===== config.mk =====
export PLATFORM = sky130hd
export DESIGN_NAME = edit_mode_ctrl
export DESIGN_NICKNAME = d
export VERILOG_FILES = /design/src/rtl/edit_mode_ctrl.sv
export SDC_FILE = /design/constraint.sdc
export NUM_CORES = 1
export LEC_CHECK = 0
export CAP_MARGIN = 40
export CELL_PAD_IN_SITES_DETAIL_PLACEMENT = 1
export CELL_PAD_IN_SITES_GLOBAL_PLACEMENT = 1
export CORE_MARGIN = 1.5
export CORE_UTILIZATION = 31
export CTS_BUF_LIST = sky130_fd_sc_hd__clkbuf_4 sky130_fd_sc_hd__clkbuf_8
export CTS_CLUSTER_DIAMETER = 120
export DETAILED_ROUTE_END_ITERATION = 8
export PLACE_DENSITY = 0.88
export SLEW_MARGIN = 20
export SYNTH_ARGS = -nofsm -noshare
export SYNTH_HDL_FRONTEND = slang
export SYNTH_SLANG_ARGS = --single-unit

===== constraint.sdc =====
create_clock -name clk -period 4.3 [get_ports clk]
set_input_delay 0.86 -clock clk [delete_from_list [all_inputs] [get_ports clk]]
set_output_delay 0.86 -clock clk [all_outputs]
set_load 0.02 [all_outputs]

===== src/rtl/edit_mode_ctrl.sv =====
// edit_mode_ctrl: page/cursor sequencer for the clock, date and chrono display.
// Keeps a packed-BCD shadow of the page being edited, applies up/down with
// range wrap on the field under the cursor, and commits the shadow to the
// datapath with a one-cycle write strobe when the user leaves the page.
module edit_mode_ctrl #(
  parameter int TIMEOUT_S = 10
) (
  input  logic        clk,
  input  logic        reset,
  input  logic        tick_1hz,
  input  logic        btn_mode,
  input  logic        btn_next,
  input  logic        btn_up,
  input  logic        btn_down,
  input  logic        formato,
  input  logic [23:0] hora_in,
  input  logic [23:0] fecha_in,
  input  logic [23:0] crono_in,
  output logic [1:0]  d_pg,
  output logic [2:0]  p_ho,
  output logic [2:0]  p_fe,
  output logic [2:0]  p_cr,
  output logic [23:0] edit_data,
  output logic        wr_hora,
  output logic        wr_fecha,
  output logic        wr_crono,
  output logic [23:0] wr_data
);

  localparam int CW = (TIMEOUT_S < 2) ? 1 : $clog2(TIMEOUT_S + 1);

  typedef enum logic [1:0] {
    PG_NORMAL = 2'd0,
    PG_HORA   = 2'd1,
    PG_FECHA  = 2'd2,
    PG_CRONO  = 2'd3
  } page_t;

  // Registered state (every output comes straight from one of these).
  page_t       r_pg;
  logic [2:0]  r_p_ho, r_p_fe, r_p_cr;
  logic [23:0] r_edit;
  logic        r_wr_hora, r_wr_fecha, r_wr_crono;
  logic [23:0] r_wr_data;
  logic [CW-1:0] r_cnt;

  // Next-state values.
  page_t       w_pg_next;
  logic [2:0]  w_p_ho_next, w_p_fe_next, w_p_cr_next;
  logic [23:0] w_edit_next;
  logic        w_wr_hora_next, w_wr_fecha_next, w_wr_crono_next;
  logic [23:0] w_wr_data_next;
  logic [CW-1:0] w_cnt_next;

  // Field datapath.
  logic [2:0]  w_cur;
  logic [7:0]  w_fld [0:2];
  logic [7:0]  w_fld_cur;
  logic [7:0]  w_fld_new;
  logic [7:0]  w_lo, w_hi;
  logic [23:0] w_edit_upd;
  logic        w_expire;

  // One up/down step on a packed-BCD byte; anything out of range or
  // non-decimal snaps to the minimum so the shadow is always valid BCD.
  function automatic logic [7:0] bcd_step(input logic [7:0] f, input logic [7:0] lo,
                                          input logic [7:0] hi, input logic up);
    logic       ok;
    logic [7:0] r;
    ok = (f[7:4] <= 4'd9) && (f[3:0] <= 4'd9) && (f >= lo) && (f <= hi);
    if (!ok) begin
      r = lo;
    end else if (up) begin
      if (f == hi)               r = lo;
      else if (f[3:0] == 4'd9)   r = {f[7:4] + 4'd1, 4'd0};
      else                       r = {f[7:4], f[3:0] + 4'd1};
    end else begin
      if (f == lo)               r = hi;
      else if (f[3:0] == 4'd0)   r = {f[7:4] - 4'd1, 4'd9};
      else                       r = {f[7:4], f[3:0] - 4'd1};
    end
    return r;
  endfunction

  // Split the shadow into its three bytes and rebuild it with the edited byte
  // replacing the one under the cursor (cursor 1 = most significant byte).
  for (genvar gi = 0; gi < 3; gi++) begin : g_fld
    assign w_fld[gi] = r_edit[8*(2-gi) +: 8];
    assign w_edit_upd[8*(2-gi) +: 8] = (w_cur == 3'(gi + 1)) ? w_fld_new : w_fld[gi];
  end

  // Cursor of the active page, the byte it selects, and that field's range.
  always_comb begin
    w_cur     = 3'd0;
    w_fld_cur = w_fld[2];
    w_lo      = 8'h00;
    w_hi      = 8'h59;
    case (r_pg)
      PG_HORA:  w_cur = r_p_ho;
      PG_FECHA: w_cur = r_p_fe;
      PG_CRONO: w_cur = r_p_cr;
      default:  w_cur = 3'd0;
    endcase
    case (w_cur)
      3'd1:    w_fld_cur = w_fld[0];
      3'd2:    w_fld_cur = w_fld[1];
      default: w_fld_cur = w_fld[2];
    endcase
    case (r_pg)
      PG_HORA: begin
        if (w_cur == 3'd1) begin
          w_lo = formato ? 8'h01 : 8'h00;
          w_hi = formato ? 8'h12 : 8'h23;
        end
      end
      PG_FECHA: begin
        case (w_cur)
          3'd1:    begin w_lo = 8'h01; w_hi = 8'h31; end
          3'd2:    begin w_lo = 8'h01; w_hi = 8'h12; end
          default: begin w_lo = 8'h00; w_hi = 8'h99; end
        endcase
      end
      PG_CRONO: begin
        if (w_cur == 3'd1) w_hi = 8'h23;
      end
      default: ;
    endcase
  end

  assign w_fld_new = bcd_step(w_fld_cur, w_lo, w_hi, btn_up);
  assign w_expire  = (TIMEOUT_S != 0) && ((int'(r_cnt) + 1) == TIMEOUT_S);

  // Page FSM, cursors, shadow, commit strobes and inactivity timer.
  always_comb begin
    w_pg_next       = r_pg;
    w_p_ho_next     = r_p_ho;
    w_p_fe_next     = r_p_fe;
    w_p_cr_next     = r_p_cr;
    w_edit_next     = r_edit;
    w_wr_hora_next  = 1'b0;
    w_wr_fecha_next = 1'b0;
    w_wr_crono_next = 1'b0;
    w_wr_data_next  = r_wr_data;
    w_cnt_next      = r_cnt;

    if (btn_mode) begin
      w_cnt_next  = '0;
      w_p_ho_next = 3'd0;
      w_p_fe_next = 3'd0;
      w_p_cr_next = 3'd0;
      case (r_pg)
        PG_NORMAL: begin
          w_pg_next   = PG_HORA;
          w_edit_next = hora_in;
          w_p_ho_next = 3'd1;
        end
        PG_HORA: begin
          w_pg_next      = PG_FECHA;
          w_wr_hora_next = 1'b1;
          w_wr_data_next = r_edit;
          w_edit_next    = fecha_in;
          w_p_fe_next    = 3'd1;
        end
        PG_FECHA: begin
          w_pg_next       = PG_CRONO;
          w_wr_fecha_next = 1'b1;
          w_wr_data_next  = r_edit;
          w_edit_next     = crono_in;
          w_p_cr_next     = 3'd1;
        end
        default: begin
          w_pg_next       = PG_NORMAL;
          w_wr_crono_next = 1'b1;
          w_wr_data_next  = r_edit;
        end
      endcase
    end else if (r_pg != PG_NORMAL && btn_next) begin
      w_cnt_next = '0;
      case (r_pg)
        PG_HORA:  w_p_ho_next = (r_p_ho == 3'd3) ? 3'd1 : r_p_ho + 3'd1;
        PG_FECHA: w_p_fe_next = (r_p_fe == 3'd3) ? 3'd1 : r_p_fe + 3'd1;
        default:  w_p_cr_next = (r_p_cr == 3'd3) ? 3'd1 : r_p_cr + 3'd1;
      endcase
    end else if (r_pg != PG_NORMAL && (btn_up || btn_down)) begin
      w_cnt_next  = '0;
      w_edit_next = w_edit_upd;
    end else if (r_pg != PG_NORMAL && tick_1hz && TIMEOUT_S != 0) begin
      if (w_expire) begin
        // Abandon the edit: back to the normal page, nothing committed.
        w_pg_next   = PG_NORMAL;
        w_p_ho_next = 3'd0;
        w_p_fe_next = 3'd0;
        w_p_cr_next = 3'd0;
        w_cnt_next  = '0;
      end else begin
        w_cnt_next = r_cnt + CW'(1);
      end
    end
  end

  // State register with synchronous reset.
  always_ff @(posedge clk) begin
    if (reset) begin
      r_pg       <= PG_NORMAL;
      r_p_ho     <= 3'd0;
      r_p_fe     <= 3'd0;
      r_p_cr     <= 3'd0;
      r_edit     <= 24'h0;
      r_wr_hora  <= 1'b0;
      r_wr_fecha <= 1'b0;
      r_wr_crono <= 1'b0;
      r_wr_data  <= 24'h0;
      r_cnt      <= '0;
    end else begin
      r_pg       <= w_pg_next;
      r_p_ho     <= w_p_ho_next;
      r_p_fe     <= w_p_fe_next;
      r_p_cr     <= w_p_cr_next;
      r_edit     <= w_edit_next;
      r_wr_hora  <= w_wr_hora_next;
      r_wr_fecha <= w_wr_fecha_next;
      r_wr_crono <= w_wr_crono_next;
      r_wr_data  <= w_wr_data_next;
      r_cnt      <= w_cnt_next;
    end
  end

  assign d_pg      = r_pg;
  assign p_ho      = r_p_ho;
  assign p_fe      = r_p_fe;
  assign p_cr      = r_p_cr;
  assign edit_data = r_edit;
  assign wr_hora   = r_wr_hora;
  assign wr_fecha  = r_wr_fecha;
  assign wr_crono  = r_wr_crono;
  assign wr_data   = r_wr_data;

endmodule


# Word-level counts from Yosys, hierarchy flattened
# Index checks and enable logic that the tools add are counted.
[totals]
regBits = 66
latchBits = 0
mem_bits_rw = 0
rom_bits = 0
input_bits = 80
word_cells = 130
n_memories = 0
[op_classes]
addsub = 9
n_mul = 0
n_div = 0
order_cmp = 4
n_eq_ne = 20
shifts = 0
mux = 52
bitwise = 2
reduce_logical = 31
[op_table]
columns = ["cell", "n"]
rows = [
  ["$mux 24", 3],
  ["$mux 8", 9],
  ["$pmux 24 s3", 1],
  ["$mux 3", 15],
  ["$pmux 8 s2", 2],
  ["$reduce_and 4->1", 7],
  ["$pmux 8 s3", 1],
  ["$eq 8x8->1", 2],
  ["$eq 3x2->1 const B", 5],
  ["$mux 7", 2],
  ["$reduce_bool 2->1", 7],
  ["$add 4x1->4 const B", 3],
  ["$mux 2", 5],
  ["$add 3x1->3 const B", 3],
  ["$mux 1", 9],
  ["$pmux 3 s3", 1],
  ["$ge 8x8->1", 1],
  ["$le 4x4->1 const B", 2],
  ["$le 8x8->1", 1],
  ["$sub 4x1->4 const B", 2],
  ["$logic_and 1x1->1", 6],
  ["$mux 6", 1],
  ["$ne 3x2->1 const B", 2],
  ["$ne 3x3->1 const B", 2],
  ["20 further kinds", 26],
]

# Logic depth before layout (Yosys ltp)
[logic_depth]
word_depth = 14
mapped_depth = 21
ltp_nobuf = 18

# Least setup slack after synthesis
# No wires, ideal clock.
[synth_path]
kind = "reg-to-reg"
start = "reg r_pg[0], in the netlist d_pg[0]"
end = "reg r_edit[23], in the netlist edit_data[23]"
arrival_time_ns = 4.723
t_required_ns = 4.212
slack_ns = -0.511
stages_incl_launch_ff = 19
synth_period_minus_slack_ns = 4.811
path_cell_list = "dfxtp_1 > inv_1 > ha_1 > clkbuf_1 > a222oi_1 > xor2_1 > nand2_2 > a21oi_1 > inv_1 > ha_1 > nor2b_1 > o21ai_0 > nand2b_1 > o41ai_1 > o221ai_2 > nor3_4 > o211ai_1 > a211o_1 > a311oi_2"
[synth_between]
elab_chain_len = 14
[synth_rtl]
columns = ["item", "line", "text"]
rows = [
  ["start: declaration", "40", "page_t r_pg;"],
  ["start signal: assignment", "215", "r_pg <= w_pg_next;"],
  ["$eq 2x2->1 (tied with other cells)", "98, 109", ""],
  ["$pmux 3 s3", "98", "case (r_pg)"],
  ["$eq 3x1->1 or $eq 3x2->1 (tied branches)", "n/a", ""],
  ["$reduce_or 2->1 (no line)", "n/a", ""],
  ["$mux 1", "117", "case (w_cur)"],
  ["$pmux 1 s2", "109", "case (r_pg)"],
  ["$ge 8x8->1 or $eq 8x8->1 (tied branches)", "70, 78", ""],
  ["$logic_and 1x1->1 or $mux 8 (tied branches)", "70, 78", ""],
  ["$logic_and 1x1->1 or $mux 8 (tied branches)", "70, 73", ""],
  ["$mux 8", "71", "if (!ok) begin"],
  ["$mux 8", "89", "assign w_edit_upd[8*(2-gi) +: 8] = (w_cur == 3'(gi + 1)) ? w_fld_new : w_fld[gi];"],
  ["$mux 24", "184", "end else if (r_pg != PG_NORMAL && (btn_up || btn_down)) begin"],
  ["$mux 24", "177", "end else if (r_pg != PG_NORMAL && btn_next) begin"],
  ["$mux 24", "146", "if (btn_mode) begin"],
  ["end signal: assignment", "219", "r_edit <= w_edit_next;"],
  ["end: declaration", "42", "logic [23:0] r_edit;"],
]
# Parallel ways exist; a longest one is shown, timed or not. The select of a mux whose other input is x is not followed.
# A chain may end at the register's enable or synchronous reset.

# Final worst setup path
[layout_path]
start = "reg r_pg[1], in the netlist d_pg[1]"
end = "reg r_edit[7], in the netlist edit_data[7]"
[layout_between]
elab_chain_len = 14
[layout_rtl]
columns = ["item", "line"]
rows = [
  ["$eq 2x2->1 (tied with other cells)", "98, 109"],
  ["$pmux 3 s3", "98"],
  ["$eq 3x1->1 or $eq 3x2->1 (tied branches)", "n/a"],
  ["$reduce_or 2->1 (no line)", "n/a"],
  ["$mux 1", "117"],
  ["$pmux 1 s2", "109"],
  ["$ge 8x8->1 or $eq 8x8->1 (tied branches)", "70, 78"],
  ["$logic_and 1x1->1 or $mux 8 (tied branches)", "70, 78"],
  ["$logic_and 1x1->1 or $mux 8 (tied branches)", "70, 73"],
  ["$mux 8", "71"],
  ["$mux 8", "89"],
  ["$mux 24", "184"],
  ["$mux 24", "177"],
  ["$mux 24", "146"],
]
# Parallel ways exist; a longest one is shown, timed or not. The select of a mux whose other input is x is not followed.

==> impl.org <==
** Run status
- Outcome :: finished with violations
- Violations in the final reports :: setup timing

** STA
- Max-slew headroom :: 0.487
- Post-layout worst setup margin :: -0.132 ns
- Setup repair after global routing could not meet its margin everywhere.
- Final hold violation count :: 0
- Clock Skews :: 0.0104 ns
- Slew Limit Fails :: 0
- Highest Clock Rate :: 0.226 GHz
- After layout, the minimum clock period comes to about 4.4 ns.
- Dividing the final minimum period by the clock period gives 1.03.
- Total setup violations reported at the end of the flow :: 7
- At the pin with the least slew margin, the transition time is between 0.7 and 0.8 ns.

** Floorplan
- From bottom edge to top edge, the die measures 124 um.
- 142 I/O pins were placed.
- Die width :: about 120 um
- The initial utilization of the core area, before any placement, comes to 0.321.
- Die Area :: ~0.015 mm2
- The core region is 0.0140 mm2.
- Count of standard-cell rows :: 43

** Flow run
- Max-Cap Viols :: 0

** Drt
- Post-DRT Antenna Nets :: 0
- Routed via count divided by cell count :: approximately 6
- Total iterations of the first detailed-routing run :: 5
- Violation count after the first detailed-routing iteration :: 602
- In the final routed layout, each cell accounts on average for 21.9 um.
- Total via count in the routed design :: between 5k and 6k
- After detailed routing, the number of remaining DRC violations is 0.
- Wires add up to 21,200 um.

** Synth
- Post-Syn Area :: around 0.0045 mm2
- In this run, synthesis inferred 0 flip-flops with an integrated enable.
- Counting every net in the synthesized netlist gives a little over 700.
- Number of synthesized register bits :: 66
- The share of the Yosys chip area taken by registers is 0.293.
- Area share of the largest cell type after synthesis :: 0.293
- Number of instances in the synthesized netlist :: 606
- Number of different library cells in the post-synthesis netlist :: between 60 and 70
- For this run, the number of Yosys warnings is 0.
- The biggest area contributor in the post-synthesis netlist is dfxtp_1.
- Commonest cells post-synth :: nand2_1, dfxtp_1, nor2_1
- Largest cells by area after synthesis :: dfxtp_1, nand2_1, ha_1
- The average instance in the mapped netlist occupies 7.43 um2.
- Counting flops with an async set or reset pin after synthesis yields a share of 0.
- The most used flip-flop cell after synthesis is dfxtp_1.
- The most common cell in the synthesized netlist is nand2_1.

** Pwr
- Reported leakage power :: 2.57 nW
- VDD sags by at most 0.136 mV.
- Power spread over the standard cell area amounts to 315 mW/mm2.

** Finish
- Of the cells placed in the final design, the portion with a size suffix greater than 1 is 0.180.
- Relative to the synthesized area, the layout overhead comes to 56.6%.
- Fillcell total :: 1,683
- The final layout contains 883 nets.
- The number of antenna diodes in the final layout is 0.
- Final Core Density :: 0.502

** Setup path
- Worst path required time :: 4.57 ns
- Along the worst path, the maximum fanout reaches 6.
- Worst Path Class, Setup :: flip-flop to flip-flop
- The worst setup path is captured at a flip-flop.
- The worst setup path is launched from a flip-flop.
- Data arrival at the endpoint of the critical path :: 4.70 ns

** Clocking
- Clock network latency to the later pin of the worst-skew pair :: 0.36 ns
- Clock-pin slew was measured on the worst setup and hold paths at 0.09 ns.
- Clock tree from TritonCTS :: built
- Counting along the longest clock path gives a buffer depth of 2.
- In this run, CTS created clock tree buffers numbering 9.
- H-tree depth :: 3
- TritonCTS sink count :: 66
- The cell sitting at the root of the clock tree is a clkbuf_8.

** Global route
- Via count of the first global-routing pass :: around 5.5k
- Initial antenna violation count :: 0
- Summed over all layers, the global routing overflow is 0.
- Pin count of the biggest net entering global routing :: 51
- For this run, the total global-route usage over all layers was measured as 0.251.
- The first global-routing pass estimated 29,400 um of wire.

** Worst hold path
- Min-Delay Path Class :: flip-flop to flip-flop

** Place
- Port buffering added 141 buffers.
- Detail Placement HPWL :: about 15,000 um
- Worst slack at placement :: -0.00500 ns
- The congestion estimate from routability-driven global placement came to roughly 1.0.
## placed cells by master, fill, tap and decap left out, types with 7 or more instances in the layout
cell             count
clkdlybuf4s50_1    140
nand2_1             77
nor2_1              66
dfxtp_1             64
buf_4               60
a21oi_1             48
nor3_1              34
a22oi_1             25
a211oi_1            15
o21ai_0             15
inv_1               13
o211ai_1            13
ha_1                12
nand2b_1            10
clkbuf_8            10
nand3b_1             8
nand3_1              8
ha_4                 7
## critical path, cell delays in order, from the launching register on
cell and delay (ns):
dfxtp_4 0.40, inv_4 0.05, ha_4 0.18, a222oi_1 0.39
buf_4 0.24, buf_12 0.11, xor2_4 0.19, nand2_4 0.12
a221o_1 0.41, ha_4 0.30, nand4_1 0.12, inv_1 0.09
nand4_1 0.17, nor3_4 0.29, o221ai_2 0.19, nor3_4 0.29
o211ai_1 0.14, a211o_1 0.37, a311oi_2 0.28
## metal layers
| layer | share of wire | global-route usage | up-vias |
|---|---|---|---|
| met1 | 0.39 | 0.320 | 2811 |
| met3 | 0.075 | 0.0364 | 90 |
| met5 | 0 | 0 | - |
| li1 | - | - | 2582 |
| met2 | 0.48 | 0.416 | 315 |
| met4 | 0.053 | 0.120 | 0 |
## where the power goes
part           leakage (nW)  internal [W]  switching (W)
Clock                 0.120      0.000351       0.000280
Sequential            0.539      0.000647      0.0000700
Combinational          1.91      0.000391       0.000481
Total                  2.57       0.00139       0.000831
## final timing paths
| check | startpoint | endpoint | slack, ns | cells past startpoint |
|---|---|---|---|---|
| setup / recovery | d_pg[1] | edit_data[7] | -0.13 | 18 |
| hold / removal | wr_data[18] | wr_data[18] | 0.46 | 2 |
| setup reg to reg | d_pg[1] | edit_data[7] | -0.13 | 18 |
| hold reg to reg | wr_data[18] | wr_data[18] | 0.46 | 2 |
## cell families after synthesis
logic type	Yosys count	share of synthesized area
buffers and inverters	61	0.0517
multiplexers	2	0.00472
XOR/XNOR	8	0.0156
flip-flops	66	0.293
adder cells (fa/ha/maj)	21	0.0583
AND/OR/NAND/NOR	250	0.266
AO/OA/AOI/OAI	198	0.311
## final cells by class
class	count	area [um2]	area share
flip-flops and latches	66	1330	0.188
multi-input cells	479	3230	0.458
inverters	17	66.3	0.00940
clock buffers	10	138	0.0195
repair buffers	209	1970	0.279
well taps	180	225	0.0319
clock inverters	6	95.1	0.0135
## metrics by stage
step	instance area, um2	total power, W	hold slack (ns)	TNS [ns]	instances
2_1_floorplan	4620	0.00114	0.524	-0.453	606
3_3_place_gp	6380	0.00146	0.443	0	926
3_5_place_dp	6400	0.00149	0.455	-0.00640	927
4_1_cts	6630	0.00212	0.468	0	943
5_1_grt	7050	0.00231	0.483	-2.47	967
6_report	7050	0.00222	0.465	-0.480	967
## flip-flops by register name, summed over array words and instances, names as in the netlist
register   cells
d_pg           2
edit_data     24
p_cr           3
p_fe           3
p_ho           3
r_cnt          4
wr_crono       1
wr_data       24
wr_fecha       1
wr_hora        1
## what timing repair did
item                       4_1_cts  5_1_grt
resized for setup                0       43
setup buffers                    0       25
hold buffers                     0        0
setup endpoints to repair        4       24
pin swaps                        1       30
No activity file was read; power rests on OpenSTA's default activity.
